File: config.mk
export PLATFORM = sky130hd
export DESIGN_NAME = fifo_ctl_w1r1
export DESIGN_NICKNAME = d
export VERILOG_FILES = /design/src/rtl/fifo_ctl_w1r1_pkg.sv /design/src/rtl/fifo_ctl_w1r1_ptr_wrap.sv /design/src/rtl/fifo_ctl_w1r1.sv
export SDC_FILE = /design/constraint.sdc
export NUM_CORES = 1
export LEC_CHECK = 0
export BUFFER_PORTS_ARGS = -buffer_cell sky130_fd_sc_hd__buf_2
export CAP_MARGIN = 20
export CORE_AREA = 4 4 144 146
export CTS_BUF_LIST = sky130_fd_sc_hd__clkbuf_4
export DETAILED_ROUTE_END_ITERATION = 10
export DIE_AREA = 0 0 148 150
export PLACE_DENSITY = 0.48
export SYNTH_ARGS = -nofsm -noshare
export SYNTH_HDL_FRONTEND = slang
export SYNTH_HIERARCHICAL = 1
export SYNTH_SLANG_ARGS = --single-unit
export TNS_END_PERCENT = 100
File: constraint.sdc
create_clock -name clk_a -period 6.5 [get_ports clk_a]
set_clock_uncertainty 0.15 [all_clocks]
set_input_delay 0.325 -clock clk_a [delete_from_list [all_inputs] [get_ports clk_a]]
set_output_delay 0.325 -clock clk_a [all_outputs]
set_load 0.1 [all_outputs]
File: src/rtl/fifo_ctl_w1r1_pkg.sv
// Shared address-width derivation for the FIFO controller and its memw1r1 RAM.
// Both sides must call addr_width() so pointer and RAM address widths always agree.
package fifo_ctl_w1r1_pkg;

  // Ceiling-log2 ladder with a floor of 1: 2->1, 3..4->2, ..., 129..256->8.
  function automatic int addr_width(input int depth);
    int w;
    w = 1;
    while ((1 << w) < depth) begin
      w = w + 1;
    end
    return w;
  endfunction

endpackage

File: src/rtl/fifo_ctl_w1r1_ptr_wrap.sv
// Modulo-DEPTH pointer incrementer; purely combinational, no backpressure.
// Wraps DEPTH-1 back to 0 so non-power-of-2 depths never address past the RAM.
module fifo_ptr_wrap #(
  parameter int DEPTH = 3,
  parameter int AW    = 2
) (
  input  logic [AW-1:0] ptr,
  output logic [AW-1:0] ptr_nxt
);

  assign ptr_nxt = (ptr == AW'(DEPTH - 1)) ? '0 : ptr + AW'(1);

endmodule

File: src/rtl/fifo_ctl_w1r1.sv
// FWFT FIFO controller driving an external memw1r1 RAM; read data is zero-latency from do_b.
// Upstream sees full/afull and drops (flagging ovf_err) pushes that cannot land; downstream is valid/ready.
module fifo_ctl_w1r1
  import fifo_ctl_w1r1_pkg::*;
#(
  parameter  int DEPTH        = 3,
  parameter  int WIDTH        = 72,
  parameter  int AFULL_THRESH = DEPTH - 1,
  localparam int ADDRWIDTH    = addr_width(DEPTH)
) (
  input  logic                 clk_a,
  input  logic                 rst_a_n,
  input  logic                 clr,
  input  logic                 wr_en,
  input  logic [WIDTH-1:0]     wr_data,
  output logic                 full,
  output logic                 afull,
  output logic                 rd_valid,
  input  logic                 rd_ready,
  output logic [WIDTH-1:0]     rd_data,
  output logic [ADDRWIDTH:0]   count,
  output logic                 ovf_err,
  output logic [ADDRWIDTH-1:0] mem_addr_a,
  output logic [WIDTH-1:0]     mem_wen_a,
  output logic [WIDTH-1:0]     mem_di_a,
  output logic [ADDRWIDTH-1:0] mem_addr_b,
  input  logic [WIDTH-1:0]     mem_do_b
);

  localparam int CW = ADDRWIDTH + 1;

  if (DEPTH < 2 || DEPTH > 256) begin : g_depth_chk
    $error("fifo_ctl_w1r1: DEPTH out of range 2..256");
  end

  logic [ADDRWIDTH-1:0] wr_ptr;
  logic [ADDRWIDTH-1:0] rd_ptr;
  logic [ADDRWIDTH-1:0] wr_ptr_nxt;
  logic [ADDRWIDTH-1:0] rd_ptr_nxt;
  logic [CW-1:0]        cnt_q;
  logic                 ovf_q;
  logic                 pop;
  logic                 push_ok;
  logic                 wr_fire;

  assign full     = (cnt_q == CW'(DEPTH));
  assign afull    = (cnt_q >= CW'(AFULL_THRESH));
  assign rd_valid = (cnt_q != '0);
  assign count    = cnt_q;
  assign ovf_err  = ovf_q;

  // A full FIFO still takes a push when the head leaves in the same cycle:
  // the RAM read is combinational, so the vacated slot is reused at the edge.
  assign pop     = rd_valid & rd_ready;
  assign push_ok = wr_en & (~full | pop);
  assign wr_fire = push_ok & ~clr;

  assign mem_addr_a = wr_ptr;
  assign mem_wen_a  = {WIDTH{wr_fire}};
  assign mem_di_a   = wr_data;
  assign mem_addr_b = rd_ptr;
  assign rd_data    = mem_do_b;

  fifo_ptr_wrap #(.DEPTH(DEPTH), .AW(ADDRWIDTH)) u_wr_wrap (
    .ptr     (wr_ptr),
    .ptr_nxt (wr_ptr_nxt)
  );

  fifo_ptr_wrap #(.DEPTH(DEPTH), .AW(ADDRWIDTH)) u_rd_wrap (
    .ptr     (rd_ptr),
    .ptr_nxt (rd_ptr_nxt)
  );

  always_ff @(posedge clk_a or negedge rst_a_n) begin
    if (!rst_a_n) begin
      wr_ptr <= '0;
      rd_ptr <= '0;
      cnt_q  <= '0;
      ovf_q  <= 1'b0;
    end else if (clr) begin
      wr_ptr <= '0;
      rd_ptr <= '0;
      cnt_q  <= '0;
      ovf_q  <= 1'b0;
    end else begin
      if (push_ok) begin
        wr_ptr <= wr_ptr_nxt;
      end
      if (pop) begin
        rd_ptr <= rd_ptr_nxt;
      end
      case ({push_ok, pop})
        2'b10:   cnt_q <= cnt_q + CW'(1);
        2'b01:   cnt_q <= cnt_q - CW'(1);
        default: cnt_q <= cnt_q;
      endcase
      if (wr_en & ~push_ok) begin
        ovf_q <= 1'b1;
      end
    end
  end

`ifdef ASSERT_ON
  always_ff @(posedge clk_a) begin
    if (rst_a_n) begin
      a_count_range : assert (cnt_q <= CW'(DEPTH));
      a_wr_en_known : assert (!$isunknown(wr_en));
      a_addr_a_range : assert ({1'b0, mem_addr_a} < CW'(DEPTH));
      a_addr_b_range : assert ({1'b0, mem_addr_b} < CW'(DEPTH));
    end
  end
`endif

endmodule

==> metrics.md <==
| Metric | Value |
|---|---|
| Seq pwr share | `0.135` |
| All-layer global routing usage | `0.03799` |
| Fmax achieved | `419.9 MHz` |
| Worst slew pin tran | `0.5434 ns` |
| Critical-path top delay cell | `dfrtp_1` |
| Critical Path, Cell by Cell | `nand3b_1, o21ai_1, nor2_4, buf_12, buf_2` |
| Initial antenna violation count | `0` |
| Required time of the critical path | `6.02 ns` |
| Share of the clock period used by the worst path | `0.3664` |
| Pint | `0.0001483 W` |
| Worst-path maximum fanout | `72` |
| Clock power share | `0.065` |
| Hold crit path type | `input port to flip-flop` |
| Slew headroom | `0.6402` |
| VDD IR max | `0.1578 mV` |
| Met1 Use GR | `0.02627` |
| Initial Util | `0.1082` |
| Worst setup EP type | `output port` |
| Critical path class | `flip-flop to output port` |
| Slew Limit Fails | `0` |
| Clk_lat worst skew | `0.26 ns` |
| Mapped cell area | `2100 sq um` |
| Die footprint | `22,200 sq um` |
| Grt ovf | `0` |
| H-tree Lvls | `1` |
| I/O pins | `376` |
| DR vias | `951` |
| CP Data Arrival Time | `1.91 ns` |
| Iter 0 DRT Violations | `39` |
| CTS Sinks | `8` |
| PnR Total Power | `0.0006074 W` |
| Root Buffer | `clkbuf_4` |
| Final setup fails | `0` |
| Psw | `0.0004592 W` |
| CTS clk-pin slew, worst paths | `0.06 ns` |
| Hold Crit Depth | `2` |
| Antenna cells | `0` |
| Vias in the first global route | `861` |
| Die H | `150 microns` |
| Min Hold Slack | `0.2597 ns` |
| CTS buffer count | `3` |
| RSZ-0062 raised after global routing | `false` |
| Nets | `291` |
| Met3 GRT Util | `0.07632` |
| Placer Congestion | `0.6537` |
| Gr busiest metal | `met3` |
| Setup slack after layout | `4.118 ns` |
| Core ar. | `19,400 sq um` |
| Fin. Hold Viols | `0` |
| Mapped Cells | `264` |
| Status | `finished, final reports clean` |
| Register area share after synthesis | `0.09535` |
| CTS tree | `yes` |
| Worst path buffer plus inverter count | `2` |
| Port Buffer Count | `87` |
| Yosys cell types | `23` |
| Clock buffer depth | `2` |
| Share of cells above drive strength 1 | `0.6978` |
| Vias per cell | `2.354` |
| Worst Reg-to-Reg Cells | `6` |
| Maxcap violations | `0` |
| Drt drc | `0` |
| Setup TNS | `0 ns` |
| Final antenna-violating net count | `0` |
| Pre-CTS setup slack | `3.771 ns` |
| Max incr delay on CP | `0.49 ns` |
| Post-Route WL | `5.010 mm` |
| Leakage | `0.6766 nW` |
| Fill count | `2,315` |
| Finished Layout Cells | `404` |
| PD cells | `466.8 nW/um^2` |
| Commonest non-fill, non-tap cell in the layout | `buf_2` |
| HPWL after detailed placement | `4.093 mm` |
| CTS resizes | `0` |
| Syn Nets | `414` |
| Syn Area/Cell | `7.953 sq um` |
| Leading cell types in the layout, fill and taps excluded | `87 x buf_2, 8 x dfrtp_1, 7 x nor2_1, 4 x nand2_1` |
| Flops & latches, synth | `8` |
| DR WL/cell | `12.40 microns` |
| Pre-Repair DR Iteration Count | `3` |
| Setup bufs post-CTS | `0` |
| Ys Warns | `6` |
| Logic pwr share | `0.799` |
| Width of the die | `148 microns` |
| Core Rows | `51` |
| Crit path time final | `2.382 ns` |
| Switching share of power | `0.7559` |
| Syn-to-layout area delta | `-38.02%` |
| Met2 Usage GRT | `0.03540` |
| Pin count of the biggest net entering global routing | `73` |
| Placed cells | `399` |
| CP Launch Type | `flip-flop` |
| Worst path depth | `5` |
| CP delay by family, top | `buffers and inverters` |
| First-pass GRT wire length | `5.996 mm` |
## worst reg2reg max path, cell delays in order (launching register included)
cell and delay, ns:
dfrtp_1 0.49, o31ai_4 0.45, nor2_2 0.09, fa_1 0.39, nor3_1 0.18, a31oi_1 0.07
mux2_1 0.32
## cells in the mapped netlist (all sizes together)
cell type / n / area [sq um]
inv: 2 / 7.510
nand2b: 2 / 12.51
or3: 1 / 6.260
fa: 1 / 20.02
a31oi: 2 / 12.51
nand2: 4 / 15.01
nor2b: 4 / 40.04
nor3: 1 / 5.000
a21oi: 3 / 18.77
or2: 1 / 6.260
mux2i: 3 / 30.03
buf: 216 / 1622
nor2: 9 / 36.29
nand3b: 1 / 7.510
mux2: 2 / 22.52
o31ai: 1 / 21.27
o21a: 1 / 7.510
clkbuf: 1 / 3.750
o21ai: 1 / 5.000
dfrtp: 8 / 200.2
## per-stage QoR
step	instance area, sq um	util
floorplan	2100	-
global placement	1249	0.06437
detailed placement	1249	0.06437
CTS	1281	0.06605
global route	1301	0.06708
finish	1301	0.06708
## final timing paths
check	start	slack (ns)	end
min in group asynchronous	rst_a_n	0.32	ovf_err$_DFFE_PN0P_
worst max-delay path	count[1]$_DFFE_PN0P_	4.12	mem_wen_a[70]
worst min register to register	ovf_err$_DFFE_PN0P_	0.36	ovf_err$_DFFE_PN0P_
worst max register to register	count[1]$_DFFE_PN0P_	4.23	count[2]$_DFFE_PN0P_
worst min-delay path	clr	0.26	mem_addr_b[1]$_DFFE_PN0P_
max in group asynchronous	rst_a_n	5.70	mem_addr_a[1]$_DFFE_PN0P_
## repair_timing
item,in CTS,in global routing
hold buffers,1,0
endpoints found under the setup margin,0,0
hold endpoints to repair,8,0
## layout make-up
type / count / area (sq um) / area share
inverters: 2 / 7.507 / 0.005769
multi-input cells: 37 / 274.0 / 0.2106
flip-flops and latches: 8 / 200.2 / 0.1538
repair buffers: 89 / 465.4 / 0.3577
clock buffers: 3 / 22.52 / 0.01731
well taps: 265 / 331.6 / 0.2548
## layer usage
| metal | vias up | share of wire |
|---|---|---|
| met4 | 4 | 0.021 |
| met3 | 22 | 0.38 |
| met5 | - | 0.017 |
| met2 | 214 | 0.34 |
| met1 | 365 | 0.24 |
| li1 | 346 | - |
## power groups by stage
stage	clock network [W]	registers [W]	logic [W]
after CTS	0.0000436	0.0000826	0.000488
after detailed placement	0	0.0000834	0.000487
after global placement	0	0.0000818	0.000488
final	0.0000397	0.0000821	0.000486
after floorplan	0	0.000156	0.000809
after global routing	0.0000468	0.0000864	0.000501
## registers in the layout (all words and copies together), names as in the netlist
| signal | flops |
|---|---|
| mem_addr_b | 2 |
| ovf_err | 1 |
| count | 3 |
| mem_addr_a | 2 |
## kinds of logic (layout without fill, tap and decap cells)
| group | Yosys count | after routing | share of synthesized area |
|---|---|---|---|
| buf+inv | 219 | 94 | 0.7777 |
| simple gates | 23 | 23 | 0.06139 |
| compound gates | 8 | 8 | 0.03099 |
| flops | 8 | 8 | 0.09535 |
| mux | 5 | 5 | 0.02503 |
| fa+ha+maj | 1 | 1 | 0.009536 |
(Power assumes the default switching activity.)
